[src/rtl/pr_timer.sv]
// rtl/pr_timer.sv - memory-mapped countdown timer with one-shot/auto-reload modes and masked IRQ
module pr_timer #(
    parameter int DW = 32
) (
    input  logic          Clk,
    input  logic          Reset,
    input  logic          Sel,
    input  logic [1:0]    Addr,
    input  logic          We,
    input  logic [DW-1:0] DIn,
    output logic [DW-1:0] DOut,
    output logic          IRQ
);

    typedef enum logic [1:0] {
        S_IDLE = 2'd0,
        S_LOAD = 2'd1,
        S_CNT  = 2'd2,
        S_INT  = 2'd3
    } state_t;

    localparam logic [DW-1:0] ONE = {{(DW-1){1'b0}}, 1'b1};

    state_t        state_q, state_d;
    logic [3:0]    ctrl_q, ctrl_d;
    logic [DW-1:0] preset_q, preset_d;
    logic [DW-1:0] count_q, count_d;
    logic          irq_flag_q, irq_flag_d;

    logic wr_en;
    logic enable;
    logic auto_reload;
    logic unused_din_hi;

    assign wr_en       = We & Sel;
    assign enable      = ctrl_q[0];
    // Mode encodings 2 and 3 fall back to one-shot.
    assign auto_reload = (ctrl_q[2:1] == 2'b01);
    // CTRL only keeps bits [3:0]; the upper write-data bits are dropped.
    assign unused_din_hi = ^DIn[DW-1:4];

    always_comb begin
        state_d    = state_q;
        ctrl_d     = ctrl_q;
        preset_d   = preset_q;
        count_d    = count_q;
        irq_flag_d = irq_flag_q;

        unique case (state_q)
            S_IDLE: begin
                if (enable) state_d = S_LOAD;
            end
            S_LOAD: begin
                count_d = preset_q;
                state_d = S_CNT;
            end
            S_CNT: begin
                if (!enable) begin
                    state_d = S_IDLE;
                end else if (count_q > ONE) begin
                    count_d = count_q - ONE;
                end else begin
                    // A zero PRESET expires on the first count cycle, never wraps.
                    count_d    = '0;
                    irq_flag_d = 1'b1;
                    state_d    = S_INT;
                end
            end
            S_INT: begin
                if (auto_reload) begin
                    irq_flag_d = 1'b0;
                    state_d    = S_LOAD;
                end else begin
                    ctrl_d[0] = 1'b0;
                    state_d   = S_IDLE;
                end
            end
            default: state_d = S_IDLE;
        endcase

        // Bus writes are applied last so they override the FSM's CTRL and flag updates.
        if (wr_en) begin
            if (Addr == 2'd0) begin
                ctrl_d     = DIn[3:0];
                irq_flag_d = 1'b0;
            end else if (Addr == 2'd1) begin
                preset_d = DIn;
            end
        end
    end

    always_ff @(posedge Clk) begin
        if (Reset) begin
            state_q    <= S_IDLE;
            ctrl_q     <= '0;
            preset_q   <= '0;
            count_q    <= '0;
            irq_flag_q <= 1'b0;
        end else begin
            state_q    <= state_d;
            ctrl_q     <= ctrl_d;
            preset_q   <= preset_d;
            count_q    <= count_d;
            irq_flag_q <= irq_flag_d;
        end
    end

    always_comb begin
        DOut = '0;
        unique case (Addr)
            2'd0:    DOut = {{(DW-4){1'b0}}, ctrl_q};
            2'd1:    DOut = preset_q;
            2'd2:    DOut = count_q;
            default: DOut = '0;
        endcase
    end

    assign IRQ = ctrl_q[3] & irq_flag_q;

endmodule

[config.mk]
export PLATFORM = sky130hd
export DESIGN_NAME = pr_timer
export DESIGN_NICKNAME = d
export VERILOG_FILES = /design/src/rtl/pr_timer.sv
export SDC_FILE = /design/constraint.sdc
export NUM_CORES = 1
export LEC_CHECK = 0
export BUFFER_PORTS_ARGS = -buffer_cell sky130_fd_sc_hd__clkbuf_2
export CORE_AREA = 8 8 99 101
export CTS_CLUSTER_DIAMETER = 100
export DETAILED_ROUTE_END_ITERATION = 8
export DIE_AREA = 0 0 107 109
export PLACE_DENSITY = 0.68
export SLEW_MARGIN = 10
export SYNTH_ARGS = -nofsm -noshare
export SYNTH_HDL_FRONTEND = slang
export SYNTH_SLANG_ARGS = --single-unit
[constraint.sdc]
create_clock -name Clk -period 2.5 [get_ports Clk]
set_input_delay 0.375 -clock Clk [delete_from_list [all_inputs] [get_ports Clk]]
set_output_delay 0.375 -clock Clk [all_outputs]
set_load 0.02 [all_outputs]
==> results of run 1 <==
==> flip-flops by register name, indices dropped and copies added, names as in the netlist <==
name / cells
irq_flag_q: 1
count_q: 32
preset_q: 32
ctrl_q: 4
state_q: 2
==> through the flow <==
step | cell area, um2 | hold WS, ns | cells | total power, mW | worst slack, ns
2_1_floorplan | 3960 | 0.445 | 523 | 1.31 | 0.172
3_3_place_gp | 4480 | 0.460 | 681 | 1.39 | 0.211
3_5_place_dp | 4480 | 0.468 | 681 | 1.39 | 0.189
4_1_cts | 4710 | 0.227 | 697 | 2.45 | 0.181
5_1_grt | 4710 | 0.228 | 697 | 2.53 | 0.0734
6_report | 4710 | 0.228 | 697 | 2.44 | 0.168
==> worst reg2reg max path, cell delays in order (launching register included) <==
cell      delay [ns]
dfxtp_1         0.38
or4_4           0.54
or4_4           0.60
or4_1           0.49
o21ai_0         0.09
a211oi_1        0.09
==> cells in the final DEF (no fill, tap or decap), drive strengths merged, types with 17 or more instances in the layout <==
cell | netlist | layout
a21oi | 50 | 50
clkbuf | 43 | 81
o21ai | 22 | 22
a22o | 28 | 28
dfxtp | 71 | 71
buf | 6 | 29
nor4 | 17 | 17
nor3 | 17 | 17
nand2 | 100 | 100
nand3 | 18 | 18
nor2 | 18 | 18
==> cells by family after synthesis <==
| group | count (synthesis) | synth area share |
|---|---|---|
| compound gates | 158 | 0.262 |
| xor+xnor | 4 | 0.00884 |
| fa+ha+maj | 2 | 0.00632 |
| buf+inv | 53 | 0.0553 |
| flops | 71 | 0.359 |
| mux | 12 | 0.0310 |
| simple gates | 223 | 0.277 |
==> metal layers <==
| metal | track usage | part of all wire |
|---|---|---|
| met1 | 0.255 | 0.43 |
| met2 | 0.333 | 0.46 |
| met3 | 0.0461 | 0.081 |
| met4 | 0.121 | 0.025 |
| met5 | 0 | 0 |
==> area by class of cell <==
type                       count  share of cell area
tap                          108              0.0287
inverter                       4             0.00319
sequential                    71               0.302
timing repair buffer          99               0.121
multi-input combinational    399               0.496
clock buffer                  11              0.0322
clock inverter                 5              0.0170
==> report_power, final <==
group	switching (mW)	internal, mW	leakage [nW]
combinational	0.126	0.0795	1.23
clock	0.463	0.614	0.112
sequential	0.0163	1.14	0.573
total	0.605	1.84	1.92
==> worst min-delay path by stage <==
stage	to	startpoint	cells after the start
floorplan	preset_q[2]$_SDFFE_PP0P_	preset_q[2]$_SDFFE_PP0P_	2
global placement	preset_q[26]$_SDFFE_PP0P_	preset_q[26]$_SDFFE_PP0P_	2
detailed placement	preset_q[11]$_SDFFE_PP0P_	preset_q[11]$_SDFFE_PP0P_	2
CTS	preset_q[8]$_SDFFE_PP0P_	DIn[8]	3
global route	preset_q[8]$_SDFFE_PP0P_	DIn[8]	3
finish	preset_q[8]$_SDFFE_PP0P_	DIn[8]	3
==> metrics.yaml, run 1 <==
global_routing:
  grt_pass1_vias: 4125
  antenna_found_initial: 0
  grt_pass1_wl_um: 19600
  grt_max_degree: 34
  gr-total-overflow: 0
  grtUsageTotal: 0.209
clocking:
  worstSkewPairLatency_ns: 0.36
  clk_transition_reported_paths_ns: 0.08
  root_buffer: "clkbuf_8"
  cts_buffer_depth: 2
  cts_resized: 0
  ctsHoldBuffers: 0
  cts_made_buffers: 9
  cts_max_level: 3
  cts_setup_buffers: 0
  cts_tree: "yes"
  cts.sinks: 71
setup_path:
  worstPathCellList: "or4_4, or4_4, or4_1, o21ai_0, a211oi_1"
  crit_cells: 5
  path_class: "reg -> reg"
  startpoint_type: "register"
  worst-path-buf-inv: 0
  r2r_slack_ns: 0.17
  cp.required_ns: 2.72
  rr_endpoint: "count_q[23]$_SDFFE_PP0P_"
  reg2regPathDepth: 5
  crit_end: "count_q[23]$_SDFFE_PP0P_"
  critPathSlowestCell: "or4_4"
  max_stage_delay_ns: 0.60
  timing.rr.start: "count_q[5]$_SDFFE_PP0P_"
  cp_common_cell: "or4_4"
  cp_max_fo: 11
  cp_top_family: "simple AND/OR/NAND/NOR gates"
  arrival_ns: 2.56
  worstSetupStartpoint: "count_q[5]$_SDFFE_PP0P_"
  worst_setup_path_end_kind: "register"
synthesis:
  yosysSeqAreaShare: 0.359
  synth_nets: 563
  synth_top_area_frac: 0.359
  synth_warnings: 0
  synth_common_cells: "100 x nand2_1, 71 x dfxtp_1, 50 x a21oi_1, 43 x clkbuf_1, 28 x a22o_1"
  ys_top_cells_by_area: "dfxtp_1 36%, nand2_1 9.5%, a21oi_1 6.3%"
  postSynthAreaPerCell_um2: 7.57
  yosysMostFrequentCell: "nand2_1"
  synthCells: 523
  netlist.top_cell.by_area: "dfxtp_1"
  synth.distinct_cells: 51
  synth_edf_count: 0
  synth_area_mm2: 0.00396
  ys.flop_type: "dfxtp_1"
  synth-seq-cells: 71
  async_flop_share: 0
timing:
  worst_slew_pin_slew_ns: 0.684
  max_freq_mhz: 429
  setup_violations: 0
  rsz0062_at_grt: "no"
  post-route-period-util: 0.933
  maxSlewViolCount: 0
  skew_ns: 0.00641
  post-route-min-period_ns: 2.33
  tns_ns: 0
  slew_headroom: 0.544
  hold_viol_final: 0
final_layout:
  diodes: 0
  area_delta_synth_final_pct: 18.8
  register_area_mm2: 0.00142
  drive_gt1_frac: 0.216
  nets: 624
  post-route-util: 0.562
  multiInputGateArea_mm2: 0.00234
  fillers: 823
detailed_routing:
  detail_route.first_pass.iterations: 5
  vias_per_cell: 6.08
  first_iter_violations: 306
  drt-total-wl_um: 12100
  num_vias: 4238
  wl_per_cell_um: 17.4
  route.detailed.drc: 0
  ant_nets: 0
status:
  status: "finished, final reports clean"
placement:
  hpwl_um: 8520
  port_buffers: 70
  globalplace.congestion: 0.878
pwr:
  irDropWorstVdd_v: 0.000340
  p_leak_nw: 1.92
  powerDensity_mw_per_mm2: 519
floorplan:
  die_w_um: 107
  initial_core_util: 0.473
  die_h_um: 109
  rows: 34
  ios: 71
  die_area_mm2: 0.0117
  core_area_mm2: 0.00838
flow_run:
  maxCapViolCount: 0
min_path:
  hold_class: "in -> reg"
(Power assumes the default switching activity.)
==> run 2: changes to the inputs <==
- ABC_AREA: not set -> 1
- CORE_AREA: 8 8 99 101 -> 2 2 96 98
- DIE_AREA: 0 0 107 109 -> 0 0 98 100
- PLACE_DENSITY: 0.68 -> 0.69
- clock period: 2.5 -> 1.9 ns (I/O delays scaled with it)
==> run 2 against run 1 <==
Against the previous run:
- via count grew 7.4%
- critical endpoint is now count_q[26]$_SDFFE_PP0P_
- largest power group unchanged
- critical path type unchanged
- power increased by 70%
- global-route usage increased by 4.4 points
- synthesized cell count is 27% higher
- setup slack worse by 0.054 ns
- clock skew grew 0.0033 ns
==> metrics.yaml, run 2 <==
status:
  status: "finished, final reports clean"  # unchanged
timing:
  slew_headroom: 0.521  # was 0.544
  holdWs_ns: 0.143  # was 0.228 ns
  post-route-period-util: 0.940  # was 0.933
  hold_viol_final: 0  # unchanged
  post-route-min-period_ns: 1.79  # was 2.33 ns
  worst_slew_pin_slew_ns: 0.717  # was 0.684 ns
  maxSlewViolCount: 0  # unchanged
  skew_ns: 0.00975  # was 0.00641 ns
  max_freq_mhz: 560  # was 429 MHz
  setup_violations: 0  # unchanged
clocking:
  cts_buffer_depth: 2  # unchanged
  cts_tree: "yes"  # unchanged
  ctsHoldBuffers: 0  # unchanged
  cts.sinks: 71  # unchanged
  root_buffer: "clkbuf_8"  # unchanged
  cts_max_level: 3  # unchanged
  clk_transition_reported_paths_ns: 0.08  # about the same
  worstSkewPairLatency_ns: 0.36  # about the same
  cts_made_buffers: 9  # unchanged
global_routing:
  grt_max_degree: 46  # was 34
  grt_pass1_vias: 4246  # was 4125
  gr-total-overflow: 0  # unchanged
  grt_pass1_wl_um: 20000  # was 19600 um
  grtUsageTotal: 0.253  # was 0.209
  antenna_found_initial: 0  # unchanged
detailed_routing:
  ant_nets: 0  # unchanged
  detail_route.first_pass.iterations: 5  # unchanged
  wl_met3_um: 711  # was 982 um
  wl_per_cell_um: 14.4  # was 17.4 um
  first_iter_violations: 299  # was 306
  wl_met1_um: 5710  # was 5230 um
  maxUsedRoutingLayer: "met4"  # unchanged
  num_vias: 4550  # was 4238
  drt-total-wl_um: 12300  # was 12100 um
  route.detailed.drc: 0  # unchanged
  vias_per_cell: 5.32  # was 6.08
  route.met2.wl_um: 5660  # was 5630 um
setup_path:
  arrival_ns: 2.08  # was 2.56 ns
  path_class: "reg -> reg"  # unchanged
  cp_max_fo: 4  # was 11
  worst_setup_path_end_kind: "register"  # unchanged
  cp.required_ns: 2.19  # was 2.72 ns
  critPathSlowestCell: "dfxtp_1"  # was or4_4
  startpoint_type: "register"  # unchanged
  max_stage_delay_ns: 0.35  # was 0.60 ns
  cp_common_cell: "nand2_1"  # was or4_4
  worstPathCellList: "nor2_1, nand2_2, inv_1, nand2_1, nor2_1, nand3_1, nand2_1, nand3_2, nand2_1, nand2_1, a21oi_2"  # was or4_4, or4_4, or4_1, o21ai_0, a211oi_1
floorplan:
  initial_core_util: 0.469  # was 0.473
  core_area_mm2: 0.00889  # was 0.00838 mm2
  die_h_um: 100  # was 109 um
  rows: 35  # was 34
  die_area_mm2: 0.00980  # was 0.0117 mm2
  ios: 71  # unchanged
  die_w_um: 98  # was 107 um
pwr:
  irDropWorstVdd_v: 0.000480  # was 0.000340 V
  p_leak_nw: 2.32  # was 1.92 nW
  powerDensity_mw_per_mm2: 835  # was 519 mW/mm2
synthesis:
  synthCells: 665  # was 523
  postSynthAreaPerCell_um2: 6.27  # was 7.57 um2
  yosysMostFrequentCell: "nand2_1"  # unchanged
  synth_warnings: 0  # unchanged
  synth_edf_count: 0  # unchanged
  netlist.top_cell.by_area: "dfxtp_1"  # unchanged
  synth_nets: 705  # was 563
  synth_common_cells: "165 x nand2_1, 102 x nor2_1, 72 x o21ai_0, 71 x dfxtp_1, 66 x inv_1"  # was 100 x nand2_1, 71 x dfxtp_1, 50 x a21oi_1, 43 x clkbuf_1, 28 x a22o_1
  synth.distinct_cells: 33  # was 51
  yosysSeqAreaShare: 0.341  # was 0.359
  synth_top_area_frac: 0.341  # was 0.359
  async_flop_share: 0  # unchanged
  ys_top_cells_by_area: "dfxtp_1 34%, nand2_1 15%, nor2_1 9.2%"  # was dfxtp_1 36%, nand2_1 9.5%, a21oi_1 6.3%
  synth-seq-cells: 71  # unchanged
  synth_area_mm2: 0.00417  # was 0.00396 mm2
  ys.flop_type: "dfxtp_1"  # unchanged
min_path:
  hold_class: "in -> reg"  # unchanged
placement:
  port_buffers: 70  # unchanged
  placed_area_mm2: 0.00467  # was 0.00448 mm2
  globalplace.congestion: 0.932  # was 0.878
  hpwl_um: 8860  # was 8520 um
final_layout:
  area_delta_synth_final_pct: 19.2  # was 18.8%
  top_regs: "count_q: 32 flops, preset_q: 32 flops, ctrl_q: 4 flops"  # unchanged
  finalInstanceArea_mm2: 0.00496  # was 0.00471 mm2
  nets: 779  # was 624
  diodes: 0  # unchanged
  layout_common_cells: "165 x nand2_1, 101 x nor2_1, 72 x o21ai_0"  # was 100 x nand2_1, 71 x dfxtp_1, 70 x clkbuf_2
  final_common_cell: "nand2_1"  # unchanged
  drive_gt1_frac: 0.198  # was 0.216
flow_run:
  maxCapViolCount: 0  # unchanged
run 2: changes by cell type in the layout (fill, tap and decap cells not counted), moves of 9 or more:
cell / before / now
a21oi_1: 49 / 37
a22o_1: 28 / 0
a31oi_1: 15 / 1
inv_1: 4 / 64
mux2i_1: 10 / 0
nand2_1: 100 / 165
nor2_1: 18 / 101
nor3_1: 17 / 3
nor4_1: 15 / 0
o21ai_0: 22 / 72
o21ai_1: 0 / 16
o22ai_1: 3 / 19
or4_1: 9 / 0
run 2: timing repair:
item | CTS | global route
endpoints found under the setup margin | 0 | 31
resized for setup | 0 | 12
setup buffers | 0 | 1
run 2: final timing paths:
check | start | to | slack (ns) | cells after the start
worst max-delay path | count_q[6]$_SDFFE_PP0P_ | count_q[26]$_SDFFE_PP0P_ | 0.11 | 11
worst min-delay path | DIn[27] | preset_q[27]$_SDFFE_PP0P_ | 0.14 | 3
worst max register to register | count_q[6]$_SDFFE_PP0P_ | count_q[26]$_SDFFE_PP0P_ | 0.11 | 11
worst min register to register | preset_q[24]$_SDFFE_PP0P_ | count_q[24]$_SDFFE_PP0P_ | 0.48 | 2
run 2: kinds of logic (layout without fill, tap and decap cells):
group | count (synthesis) | in the layout | share of synthesized area
XOR/XNOR | 8 | 8 | 0.0168
AND/OR/NAND/NOR | 323 | 323 | 0.324
AO/OA/AOI/OAI | 159 | 159 | 0.211
buffers and inverters | 102 | 181 | 0.102
flip-flops | 71 | 71 | 0.341
adder cells (fa/ha/maj) | 2 | 2 | 0.00601
run 2: cell type report:
| class | instances | area, um2 |
|---|---|---|
| multi-input combinational | 492 | 2360 |
| inverter | 72 | 270 |
| tap | 111 | 139 |
| sequential | 71 | 1420 |
| timing repair buffer | 93 | 531 |
| fill | 906 | 3930 |
| clock buffer | 11 | 141 |
| clock inverter | 5 | 105 |
run 2: report_power, final:
group	switching, mW	total, mW	internal, mW
combinational	0.696	1.04	0.347
sequential	0.0501	1.59	1.54
clock	0.604	1.51	0.908
total	1.35	4.14	2.79
run 2: per-stage QoR:
step | util | TNS (ns) | std cells | power (mW) | worst slack (ns)
floorplan | - | 0 | 665 | 2.33 | 0.280
global placement | 0.525 | 0 | 838 | 2.61 | 0.147
detailed placement | 0.525 | 0 | 838 | 2.63 | 0.0557
CTS | 0.553 | 0 | 854 | 4.14 | 0.0201
global route | 0.558 | -0.0175 | 855 | 4.35 | -0.00916
finish | 0.558 | 0 | 855 | 4.14 | 0.114
run 2: critical path: cells and delay by family (launching register included):
family	cells	cell delay [ns]
simple gates	9	1.19
flops	1	0.35
compound gates	1	0.11
buf+inv	1	0.07
run 2: per-layer routing:
metal  track usage  up-vias
li1              -     2298
met2         0.410      157
met1         0.344     2072
met4        0.0962        0
met5             0        -
met3        0.0341       23
==> run 3: changes to the inputs <==
- GPL_TIMING_DRIVEN: not set -> 0
- REMOVE_ABC_BUFFERS: not set -> 1
- SLEW_MARGIN: 10 -> 20
==> run 3 against run 2 <==
Against the previous run:
- clock-buffer cell count stayed put
- global-route usage is 1.2 points higher
- sequential share of layout area is 0.41 points higher
- first-iteration DRC count is 1.7% lower
- register-to-register slack worse by 0.08 ns
- via count is 0.99% lower
- sequential power hardly changed
- maximum frequency is 4.1% lower
- cell area is 1.3% lower
- power is 7.6% lower
- critical path type unchanged
- critical endpoint is now count_q[29]$_SDFFE_PP0P_
- largest power group unchanged
- highest routed layer unchanged
==> metrics.yaml, run 3 (synthesized netlist as in run 2, its figures left out) <==
timing:
  post-route-period-util: 0.980  # was 0.940
  slew_headroom: 0.476  # was 0.521
  post-route-min-period_ns: 1.86  # was 1.79 ns
  rsz0062_at_grt: "yes"
  setup_violations: 0  # unchanged
  maxSlewViolCount: 0  # unchanged
  max_freq_mhz: 537  # was 560 MHz
  skew_ns: 0.0113  # was 0.00975 ns
  worst_slew_pin_slew_ns: 0.785  # was 0.717 ns
  hold_viol_final: 0  # unchanged
clocking:
  worstSkewPairLatency_ns: 0.35  # was 0.36 ns
  clk_transition_reported_paths_ns: 0.08  # about the same
  cts_buffer_depth: 2  # unchanged
  cts_max_level: 3  # unchanged
  cts_tree: "yes"  # unchanged
  root_buffer: "clkbuf_8"  # unchanged
  cts.sinks: 71  # unchanged
  cts_made_buffers: 9  # unchanged
setup_path:
  startpoint_type: "register"  # unchanged
  cp_max_fo: 4  # unchanged
  arrival_ns: 2.11  # was 2.08 ns
  path_class: "reg -> reg"  # unchanged
  cp.required_ns: 2.14  # was 2.19 ns
  worst_setup_path_end_kind: "register"  # unchanged
placement:
  dp_cells: 817  # was 838
  hpwl_um: 8430  # was 8860 um
  globalplace.congestion: 0.860  # was 0.932
  port_buffers: 70  # unchanged
final_layout:
  area_delta_synth_final_pct: 17.6  # was 19.2%
  post-route-util: 0.551  # was 0.558
  diodes: 0  # unchanged
  multiInputGateArea_mm2: 0.00246  # was 0.00236 mm2
  final_common_cell: "nand2_1"  # unchanged
  drive_gt1_frac: 0.189  # was 0.198
  top_regs: "count_q: 32 flops, preset_q: 32 flops, ctrl_q: 4 flops"  # unchanged
  register_area_mm2: 0.00142  # about the same
  finalNonFillerCells: 840  # was 855
  fillers: 936  # was 906
  nets: 764  # was 779
  layout_common_cells: "164 x nand2_1, 96 x nor2_1, 72 x o21ai_0"  # was 165 x nand2_1, 101 x nor2_1, 72 x o21ai_0
global_routing:
  grt_max_degree: 52  # was 46
  grtUsageTotal: 0.265  # was 0.253
  gr-total-overflow: 0  # unchanged
  grt_pass1_vias: 4215  # was 4246
  grt_pass1_wl_um: 20800  # was 20000 um
  antenna_found_initial: 0  # unchanged
detailed_routing:
  wl_per_cell_um: 15.4  # was 14.4 um
  num_vias: 4505  # was 4550
  vias_per_cell: 5.36  # was 5.32
  route.detailed.drc: 0  # unchanged
  detail_route.first_pass.iterations: 5  # unchanged
  drt-total-wl_um: 13000  # was 12300 um
  first_iter_violations: 294  # was 299
  ant_nets: 0  # unchanged
floorplan:
  initial_core_util: 0.469  # unchanged
  core_area_mm2: 0.00889  # unchanged
  ios: 71  # unchanged
  rows: 35  # unchanged
  die_h_um: 100  # unchanged
  die_area_mm2: 0.00980  # unchanged
  die_w_um: 98  # unchanged
pwr:
  p_int_mw: 2.41  # was 2.79 mW
  p_comb_frac: 0.285  # was 0.252
  powerDensity_mw_per_mm2: 782  # was 835 mW/mm2
  pwr-share-seq: 0.415  # was 0.384
  p_switching_mw: 1.42  # was 1.35 mW
  switching_share: 0.370  # was 0.326
  p_leak_nw: 2.24  # was 2.32 nW
  irDropWorstVdd_v: 0.000327  # was 0.000480 V
  clkPwrFrac: 0.301  # was 0.365
flow_run:
  maxCapViolCount: 0  # unchanged
min_path:
  hold_class: "in -> reg"  # unchanged
status:
  status: "finished, final reports clean"  # unchanged
[run 3: cell types whose count changed in the layout (fill, tap and decap cells not counted), moves of 3 or more]
cell       before  now
inv_2           8    4
nand2_2         6    1
bufinv_16       3    0
nand2_8         0    3
buf_4          21    4
nor2_2          6    9
nor2_4          5    8
nor2_1        101   96
nand2_4         1    5
[run 3: timing repair]
action / CTS / global route
hold buffers: 0 / 0
setup buffers: 3 / 2
hold endpoints to repair: 0 / 0
cloned: 1 / 1
pin swaps: 3 / 3
gates resized for setup: 10 / 18
setup endpoints to repair: 97 / 53
[run 3: power groups by stage]
stage / Combinational [mW] / Clock, mW / Sequential [mW]
after floorplan: 0.695 / 0 / 1.61
after global placement: 0.948 / 0 / 1.62
after detailed placement: 0.972 / 0 / 1.62
after CTS: 1.01 / 1.17 / 1.59
after global routing: 1.23 / 1.23 / 1.59
final: 1.09 / 1.15 / 1.59
[run 3: final timing paths]
path	startpoint	endpoint	slack, ns	cells past startpoint
max reg2reg	count_q[0]$_SDFFE_PP0P_	count_q[29]$_SDFFE_PP0P_	0.04	10
max	count_q[0]$_SDFFE_PP0P_	count_q[29]$_SDFFE_PP0P_	0.04	10
min reg2reg	preset_q[9]$_SDFFE_PP0P_	count_q[9]$_SDFFE_PP0P_	0.48	2
min	DIn[18]	preset_q[18]$_SDFFE_PP0P_	0.15	3
[run 3: critical path, cell delays in order (launching register included)]
cell	delay (ns)
dfxtp_2	0.34
inv_1	0.15
nand2_1	0.16
nor2_1	0.23
inv_1	0.09
nor2_2	0.18
nand2_1	0.10
nor2_1	0.23
a21oi_1	0.10
o21ai_1	0.09
a21oi_1	0.07
[run 3: cell type report]
class                   instances  area share
clock buffers                  11      0.0309
clock inverters                 5     0.00664
inverters                      72      0.0572
multi-input cells             494       0.501
flip-flops and latches         71       0.291
well taps                     111      0.0284
repair buffers                 76      0.0848
[run 3: routing by layer]
layer,vias to the layer above,global-route usage,wire [um]
li1,2276,-,-
met1,2066,0.360,5960
met4,0,0.0812,212
met3,20,0.0313,595
met2,143,0.444,6200
met5,-,0,0
[run 3: metrics by stage]
step	hold slack, ns	power [mW]	cell area [um2]	setup TNS (ns)	setup WS, ns
after floorplan	0.347	2.30	4010	-20.77	-0.700
after global placement	0.469	2.57	4500	-134.34	-2.74
after detailed placement	0.474	2.59	4520	-58.76	-0.995
after CTS	0.150	3.76	4800	0	0.0248
after global routing	0.150	4.05	4900	-0.339	-0.0747
final	0.153	3.83	4900	0	0.0383
